==> src/rtl/ppg_pkg.sv <==
// ----------------------------------------------------------------------------
// ppg_pkg
// Shared definitions for the PPG front-end control blocks: data widths of the
// ADC / DC compensation / PGA gain buses, the slot timer width and the
// scheduler state encodings (also used by the calibration controller).
// ----------------------------------------------------------------------------
package ppg_pkg;

    localparam int ADC_W = 8;
    localparam int DC_W  = 7;
    localparam int PGA_W = 4;
    localparam int TMR_W = 5;

    typedef enum logic [2:0] {
        ST_IDLE    = 3'd0,
        ST_RED_SET = 3'd1,
        ST_RED_ACQ = 3'd2,
        ST_IR_SET  = 3'd3,
        ST_IR_ACQ  = 3'd4,
        ST_DK_SET  = 3'd5,
        ST_DK_ACQ  = 3'd6,
        ST_PUBLISH = 3'd7
    } ppg_state_t;

endpackage

==> src/rtl/ppg_slot_avg.sv <==
// ----------------------------------------------------------------------------
// ppg_slot_avg
// Box-average accumulator for one time slot.
// Ports:
//   CLK, rst_n : clock, asynchronous active-low reset
//   clr        : clear the accumulator
//   add        : accumulate din this cycle
//   din        : ADC sample
//   avg        : (acc + din) >> AVG_LOG2, i.e. the slot result when sampled on
//                the last acquisition cycle (includes that cycle's sample)
// ----------------------------------------------------------------------------
module ppg_slot_avg
    import ppg_pkg::*;
#(
    parameter int AVG_LOG2 = 2
) (
    input  logic             CLK,
    input  logic             rst_n,
    input  logic             clr,
    input  logic             add,
    input  logic [ADC_W-1:0] din,
    output logic [ADC_W-1:0] avg
);

    localparam int ACC_W = ADC_W + AVG_LOG2;

    logic [ACC_W-1:0] acc;
    logic [ACC_W-1:0] sum;

    // Sum of 2^AVG_LOG2 eight-bit samples is at most 255*2^AVG_LOG2, so ACC_W
    // bits are always enough and no saturation is needed.
    assign sum = acc + ACC_W'(din);
    assign avg = sum[ACC_W-1:AVG_LOG2];

    // Accumulator register
    always_ff @(posedge CLK or negedge rst_n) begin
        if (!rst_n) begin
            acc <= '0;
        end else if (clr) begin
            acc <= '0;
        end else if (add) begin
            acc <= sum;
        end
    end

endmodule

==> src/rtl/ppg_slot_scheduler.sv <==
// ----------------------------------------------------------------------------
// ppg_slot_scheduler
// Post-calibration LED/ADC slot scheduler. Repeats RED -> IR -> DARK frames;
// each slot settles SETTLE_CYC cycles then averages 2^AVG_LOG2 ADC samples.
// After the DARK slot all three averages are published with a 1-cycle strobe.
// Ports:
//   CLK, rst_n              : clock, asynchronous active-low reset
//   enable                  : run frames (looked at in IDLE and PUBLISH only)
//   red_dc/ir_dc            : calibrated DC compensation codes
//   red_pga/ir_pga          : calibrated PGA gain codes
//   ADC                     : ADC sample
//   LED_RED, LED_IR         : LED enables (never both high)
//   DC_Comp, PGA_Gain       : settings driven to the analog front end
//   RED/IR/DARK_ADC_Value   : averages of the last published frame
//   sample_valid            : 1-cycle pulse when the value outputs update
//   busy                    : high outside IDLE
// All outputs are registered from the next-state decode.
// ----------------------------------------------------------------------------
module ppg_slot_scheduler
    import ppg_pkg::*;
#(
    parameter int SETTLE_CYC = 4,
    parameter int AVG_LOG2   = 2
) (
    input  logic             CLK,
    input  logic             rst_n,
    input  logic             enable,
    input  logic [DC_W-1:0]  red_dc,
    input  logic [DC_W-1:0]  ir_dc,
    input  logic [PGA_W-1:0] red_pga,
    input  logic [PGA_W-1:0] ir_pga,
    input  logic [ADC_W-1:0] ADC,
    output logic             LED_RED,
    output logic             LED_IR,
    output logic [DC_W-1:0]  DC_Comp,
    output logic [PGA_W-1:0] PGA_Gain,
    output logic [ADC_W-1:0] RED_ADC_Value,
    output logic [ADC_W-1:0] IR_ADC_Value,
    output logic [ADC_W-1:0] DARK_ADC_Value,
    output logic             sample_valid,
    output logic             busy
);

    localparam logic [TMR_W-1:0] SET_LAST = TMR_W'(SETTLE_CYC - 1);
    localparam logic [TMR_W-1:0] ACQ_LAST = TMR_W'((1 << AVG_LOG2) - 1);

    ppg_state_t       state_q;
    ppg_state_t       state_d;
    logic [TMR_W-1:0] timer_q;
    logic             slot_done;
    logic             frame_start;

    logic [DC_W-1:0]  red_dc_sh;
    logic [DC_W-1:0]  ir_dc_sh;
    logic [PGA_W-1:0] red_pga_sh;
    logic [PGA_W-1:0] ir_pga_sh;
    logic [DC_W-1:0]  red_dc_eff;
    logic [PGA_W-1:0] red_pga_eff;

    logic             acc_clr;
    logic             acc_add;
    logic [ADC_W-1:0] slot_avg;
    logic [ADC_W-1:0] hold_red;
    logic [ADC_W-1:0] hold_ir;

    logic             led_red_d;
    logic             led_ir_d;
    logic [DC_W-1:0]  dc_d;
    logic [PGA_W-1:0] pga_d;
    logic             valid_d;
    logic             busy_d;

    assign slot_done   = (timer_q == '0);
    assign frame_start = (state_d == ST_RED_SET) && (state_q != ST_RED_SET);

    // State register
    always_ff @(posedge CLK or negedge rst_n) begin
        if (!rst_n) begin
            state_q <= ST_IDLE;
        end else begin
            state_q <= state_d;
        end
    end

    // Next-state logic; a slot ends when the timer has counted down to zero
    always_comb begin
        state_d = state_q;
        case (state_q)
            ST_IDLE:    if (enable)    state_d = ST_RED_SET;
            ST_RED_SET: if (slot_done) state_d = ST_RED_ACQ;
            ST_RED_ACQ: if (slot_done) state_d = ST_IR_SET;
            ST_IR_SET:  if (slot_done) state_d = ST_IR_ACQ;
            ST_IR_ACQ:  if (slot_done) state_d = ST_DK_SET;
            ST_DK_SET:  if (slot_done) state_d = ST_DK_ACQ;
            ST_DK_ACQ:  if (slot_done) state_d = ST_PUBLISH;
            ST_PUBLISH: state_d = enable ? ST_RED_SET : ST_IDLE;
            default:    state_d = ST_IDLE;
        endcase
    end

    // Slot timer: reloaded with (length-1) on every state change, so it reads
    // zero on the last cycle of the slot
    always_ff @(posedge CLK or negedge rst_n) begin
        if (!rst_n) begin
            timer_q <= '0;
        end else if (state_d != state_q) begin
            if (state_d == ST_RED_SET || state_d == ST_IR_SET || state_d == ST_DK_SET) begin
                timer_q <= SET_LAST;
            end else begin
                timer_q <= ACQ_LAST;
            end
        end else if (!slot_done) begin
            timer_q <= timer_q - 1'b1;
        end
    end

    // Per-frame shadow copies of the calibration settings
    always_ff @(posedge CLK or negedge rst_n) begin
        if (!rst_n) begin
            red_dc_sh  <= '0;
            ir_dc_sh   <= '0;
            red_pga_sh <= '0;
            ir_pga_sh  <= '0;
        end else if (frame_start) begin
            red_dc_sh  <= red_dc;
            ir_dc_sh   <= ir_dc;
            red_pga_sh <= red_pga;
            ir_pga_sh  <= ir_pga;
        end
    end

    // On the edge that opens a frame the shadows are being loaded in parallel,
    // so the registered outputs take the inputs directly for that one edge
    assign red_dc_eff  = frame_start ? red_dc  : red_dc_sh;
    assign red_pga_eff = frame_start ? red_pga : red_pga_sh;

    assign acc_add = (state_q == ST_RED_ACQ) || (state_q == ST_IR_ACQ) || (state_q == ST_DK_ACQ);
    assign acc_clr = !acc_add;

    ppg_slot_avg #(
        .AVG_LOG2(AVG_LOG2)
    ) u_slot_avg (
        .CLK   (CLK),
        .rst_n (rst_n),
        .clr   (acc_clr),
        .add   (acc_add),
        .din   (ADC),
        .avg   (slot_avg)
    );

    // Slot result holds; the DARK result goes straight to its output at publish
    always_ff @(posedge CLK or negedge rst_n) begin
        if (!rst_n) begin
            hold_red <= '0;
            hold_ir  <= '0;
        end else begin
            if (state_q == ST_RED_ACQ && slot_done) hold_red <= slot_avg;
            if (state_q == ST_IR_ACQ  && slot_done) hold_ir  <= slot_avg;
        end
    end

    // Output decode from the next state; DC/PGA hold their value by default
    always_comb begin
        led_red_d = 1'b0;
        led_ir_d  = 1'b0;
        dc_d      = DC_Comp;
        pga_d     = PGA_Gain;
        valid_d   = (state_d == ST_PUBLISH);
        busy_d    = (state_d != ST_IDLE);
        case (state_d)
            ST_RED_SET, ST_RED_ACQ: begin
                led_red_d = 1'b1;
                dc_d      = red_dc_eff;
                pga_d     = red_pga_eff;
            end
            ST_IR_SET, ST_IR_ACQ: begin
                led_ir_d = 1'b1;
                dc_d     = ir_dc_sh;
                pga_d    = ir_pga_sh;
            end
            ST_DK_SET, ST_DK_ACQ: begin
                dc_d  = red_dc_sh;
                pga_d = red_pga_sh;
            end
            default: begin
            end
        endcase
    end

    // Output registers
    always_ff @(posedge CLK or negedge rst_n) begin
        if (!rst_n) begin
            LED_RED        <= 1'b0;
            LED_IR         <= 1'b0;
            DC_Comp        <= '0;
            PGA_Gain       <= '0;
            sample_valid   <= 1'b0;
            busy           <= 1'b0;
            RED_ADC_Value  <= '0;
            IR_ADC_Value   <= '0;
            DARK_ADC_Value <= '0;
        end else begin
            LED_RED      <= led_red_d;
            LED_IR       <= led_ir_d;
            DC_Comp      <= dc_d;
            PGA_Gain     <= pga_d;
            sample_valid <= valid_d;
            busy         <= busy_d;
            if (state_q == ST_DK_ACQ && state_d == ST_PUBLISH) begin
                RED_ADC_Value  <= hold_red;
                IR_ADC_Value   <= hold_ir;
                DARK_ADC_Value <= slot_avg;
            end
        end
    end

endmodule

==> config.mk <==
export PLATFORM = sky130hd
export DESIGN_NAME = ppg_slot_scheduler
export DESIGN_NICKNAME = d
export VERILOG_FILES = /design/src/rtl/ppg_pkg.sv /design/src/rtl/ppg_slot_avg.sv /design/src/rtl/ppg_slot_scheduler.sv
export SDC_FILE = /design/constraint.sdc
export NUM_CORES = 1
export LEC_CHECK = 0
export CAP_MARGIN = 40
export CORE_MARGIN = 4
export CORE_UTILIZATION = 50
export CTS_BUF_LIST = sky130_fd_sc_hd__clkbuf_8
export CTS_CLUSTER_SIZE = 20
export DETAILED_ROUTE_END_ITERATION = 8
export HOLD_SLACK_MARGIN = 0.06
export PLACE_DENSITY_LB_ADDON = 0.3
export SLEW_MARGIN = 20
export SYNTH_ARGS = -nofsm -noshare
export SYNTH_HDL_FRONTEND = slang
export SYNTH_SLANG_ARGS = --single-unit
==> constraint.sdc <==
create_clock -name CLK -period 2.15 [get_ports CLK]
set_input_delay 0.43 -clock CLK [delete_from_list [all_inputs] [get_ports CLK]]
set_output_delay 0.43 -clock CLK [all_outputs]
set_load 0.01 [all_outputs]
==> results.cfg <==
[status]
status = complete, but fails checks
failed_checks = negative setup slack

[worst_hold_path]
hold_end = u_slot_avg.acc[0]
hp-class = input pin to flop
worstHoldStart = ADC[0]
hold_depth = 3

[yosys]
ys_ff_latch = 95
synth.top_cell.area_share_pct = 51.3
synth_nets = 493
synthCells = 449
synth_edf_count = 0
yosys_warnings = 0
synth.yosys.seq_area_share_pct = 51.3
ys.flop_type = dfrtp_1
synth_area_leaders = dfrtp_1 (51%), nand2_1 (6.3%), mux2_2 (4.1%)
async_flop_share_pct = 100
synth_top_area_cell = dfrtp_1
synth_area_um2 = 4630
ys_types = 55
syn_area_per_cell_um2 = 10.3

[routing]
wl_met3_um = 627
drt_pass1_iterations = 4
topRoutingLayerUsed = met4
ant_nets = 0
vias_per_cell = 5.65
finalWirelength_um = 11400
avgRoutedWirePerCell_um = 16.6
via_count = 3874
met1_length_um = 4960
drt_iter0_drc = 161
wl_met2_um = 5730
drc = 0

[timing]
hold_slack_ns = 0.426
hold_viol = 0
fmax_mhz = 441
setup_viol = 10
rsz0062_at_grt = true
worst_pin_slew_ns = 0.425
post-route-min-period_ns = 2.27
setup_total_negative_slack_ns = -0.937
finalCritPeriodShare_pct = 105
fin_ws_ns = -0.118
slew_headroom_pct = 71.7
slew_violations = 0
finClkSkew_ns = 0.0171

[placed_design]
post-place-ws_ns = -0.661
gp_congestion = 0.875
place_inst = 650
dp_hpwl_um = 7790
dpl-instance-area_um2 = 5740
port_buffers = 71

[critical_path]
cp.arrival_ns = 2.52
reg2reg_slack_ns = -0.12
crit_fanout = 5
worst_setup_path_start_kind = flop
cp.required_ns = 2.40
rr_startpoint = state_q[2]
crit_type = flop to flop
ff2ff_path_depth = 6
cp-end-kind = flop
critPathLaunch = state_q[2]
reg2reg_to = DC_Comp[5]

[run]
drv_cap = 0

[cells_and_area]
utilization_pct = 70.1
num-fill-cells = 672
multi_input_area_um2 = 2210
stdcell_count = 686
fin_area_um2 = 6200
final_cell_mix = dfrtp_1 (95), nand2_1 (78), clkdlybuf4s50_1 (68)
seq_area_um2 = 2380
final_common_cell = dfrtp_1
post_route_cells_drive_above_1_share_pct = 23.4
area_delta_synth_final_pct = 33.9
diodes = 0
nets = 617

[grt]
track_usage_pct = 21.4
overflow = 0
antenna_found_initial = 0
grt_pass1_wl_um = 18900
grt_max_degree = 51
grt_pass1_vias = 3837

[clock_network]
cts_tree = yes
cts.clk_slew.worst_paths_ns = 0.10
cts-root-buf = clkbuf_8
clkSinkCount = 95
cts_buffer_depth = 2
htreeDepth = 3
clk_latency_ns = 0.37
cts_buffers = 9

[floorplanning]
dieWidth_um = 104
die_h_um = 104
die_area_um2 = 10900
fp-row-count = 34
core-area_um2 = 8850
start_util_pct = 52.3
io_pins = 72

[pwr]
p_total_mw = 7.30
power.density_nw_per_um2 = 1180
ir_drop_uv = 900
p_leak_nw = 2.79
## synthesized netlist by cell type, types with 4 or more instances
| cell type | count |
|---|---|
| mux2_1 | 5 |
| xnor2_1 | 6 |
| mux2_2 | 17 |
| nand2b_1 | 6 |
| mux2_4 | 5 |
| a31oi_1 | 4 |
| o32a_1 | 11 |
| nand2_1 | 78 |
| o31ai_1 | 7 |
| and2_1 | 15 |
| clkbuf_1 | 14 |
| nor2_1 | 27 |
| nand3b_1 | 11 |
| ha_1 | 10 |
| dfrtp_1 | 95 |
| o21ai_0 | 27 |
| inv_1 | 4 |
| buf_2 | 8 |
| a221o_1 | 10 |
| nand3_1 | 9 |
| a21oi_1 | 22 |
| nor3_1 | 7 |
| o21ai_1 | 4 |
## metal layers
| metal | GRT usage, % | vias up |
|---|---|---|
| met5 | 0 | - |
| met4 | 6.27 | 0 |
| met3 | 5.03 | 8 |
| met2 | 34.8 | 104 |
| met1 | 28.7 | 1925 |
| li1 | - | 1837 |
## repair_timing
action	4_1_cts	5_1_grt
hold buffers	1	0
setup buffers	13	6
endpoints found under the setup margin	18	19
endpoints found under the hold margin	23	0
pin swaps	10	13
cloned	0	1
resized for setup	16	17
## kinds of logic after synthesis
family                     synth area share (%)
muxes                                      7.62
DFF                                        51.3
adders and majority gates                  3.13
buffers and inverters                      3.05
AOI/OAI and AO/OA                          15.2
and+or+nand+nor                            17.9
xor gates and xnor gates                   1.70
## worst max-delay path by stage
stage	to	slack (ns)	depth (start not counted)
6_report	DC_Comp[5]	-0.12	6
5_1_grt	PGA_Gain[1]	-0.17	6
4_1_cts	DC_Comp[5]	-0.17	6
3_5_place_dp	DC_Comp[1]	-0.66	6
3_3_place_gp	DC_Comp[1]	-0.58	6
2_1_floorplan	DC_Comp[2]	-0.16	7
## state kept, by name (all words and copies together) (netlist names), 3 cells and up
register        cells
DARK_ADC_Value      8
hold_red            8
ir_pga_sh           4
u_slot_avg.acc     10
ir_dc_sh            7
IR_ADC_Value        8
RED_ADC_Value       8
red_pga_sh          4
state_q             3
red_dc_sh           7
timer_q             5
hold_ir             8
PGA_Gain            4
DC_Comp             7
## power by group
group          total [mW]  internal, mW  switching [mW]
Combinational        3.38          1.88            1.49
Sequential           2.79          2.39           0.403
Clock                1.14         0.445           0.691
## critical path, stage by stage, from the launching register on
cell	delay [ns]
dfrtp_1	0.39
or4b_4	0.58
nand2_8	0.12
buf_8	0.13
mux2_4	0.30
a221o_1	0.29
o32a_1	0.33
## layout make-up
class                           instances  area share (%)
Clock buffer                            9            2.00
Clock inverter                          7            1.03
Sequential cell                        95            38.3
Inverter                                5           0.303
Multi-Input combinational cell        323            35.6
Tap cell                              108            2.18
Timing Repair Buffer                  139            20.5
Power figures use the tool's default switching activity.
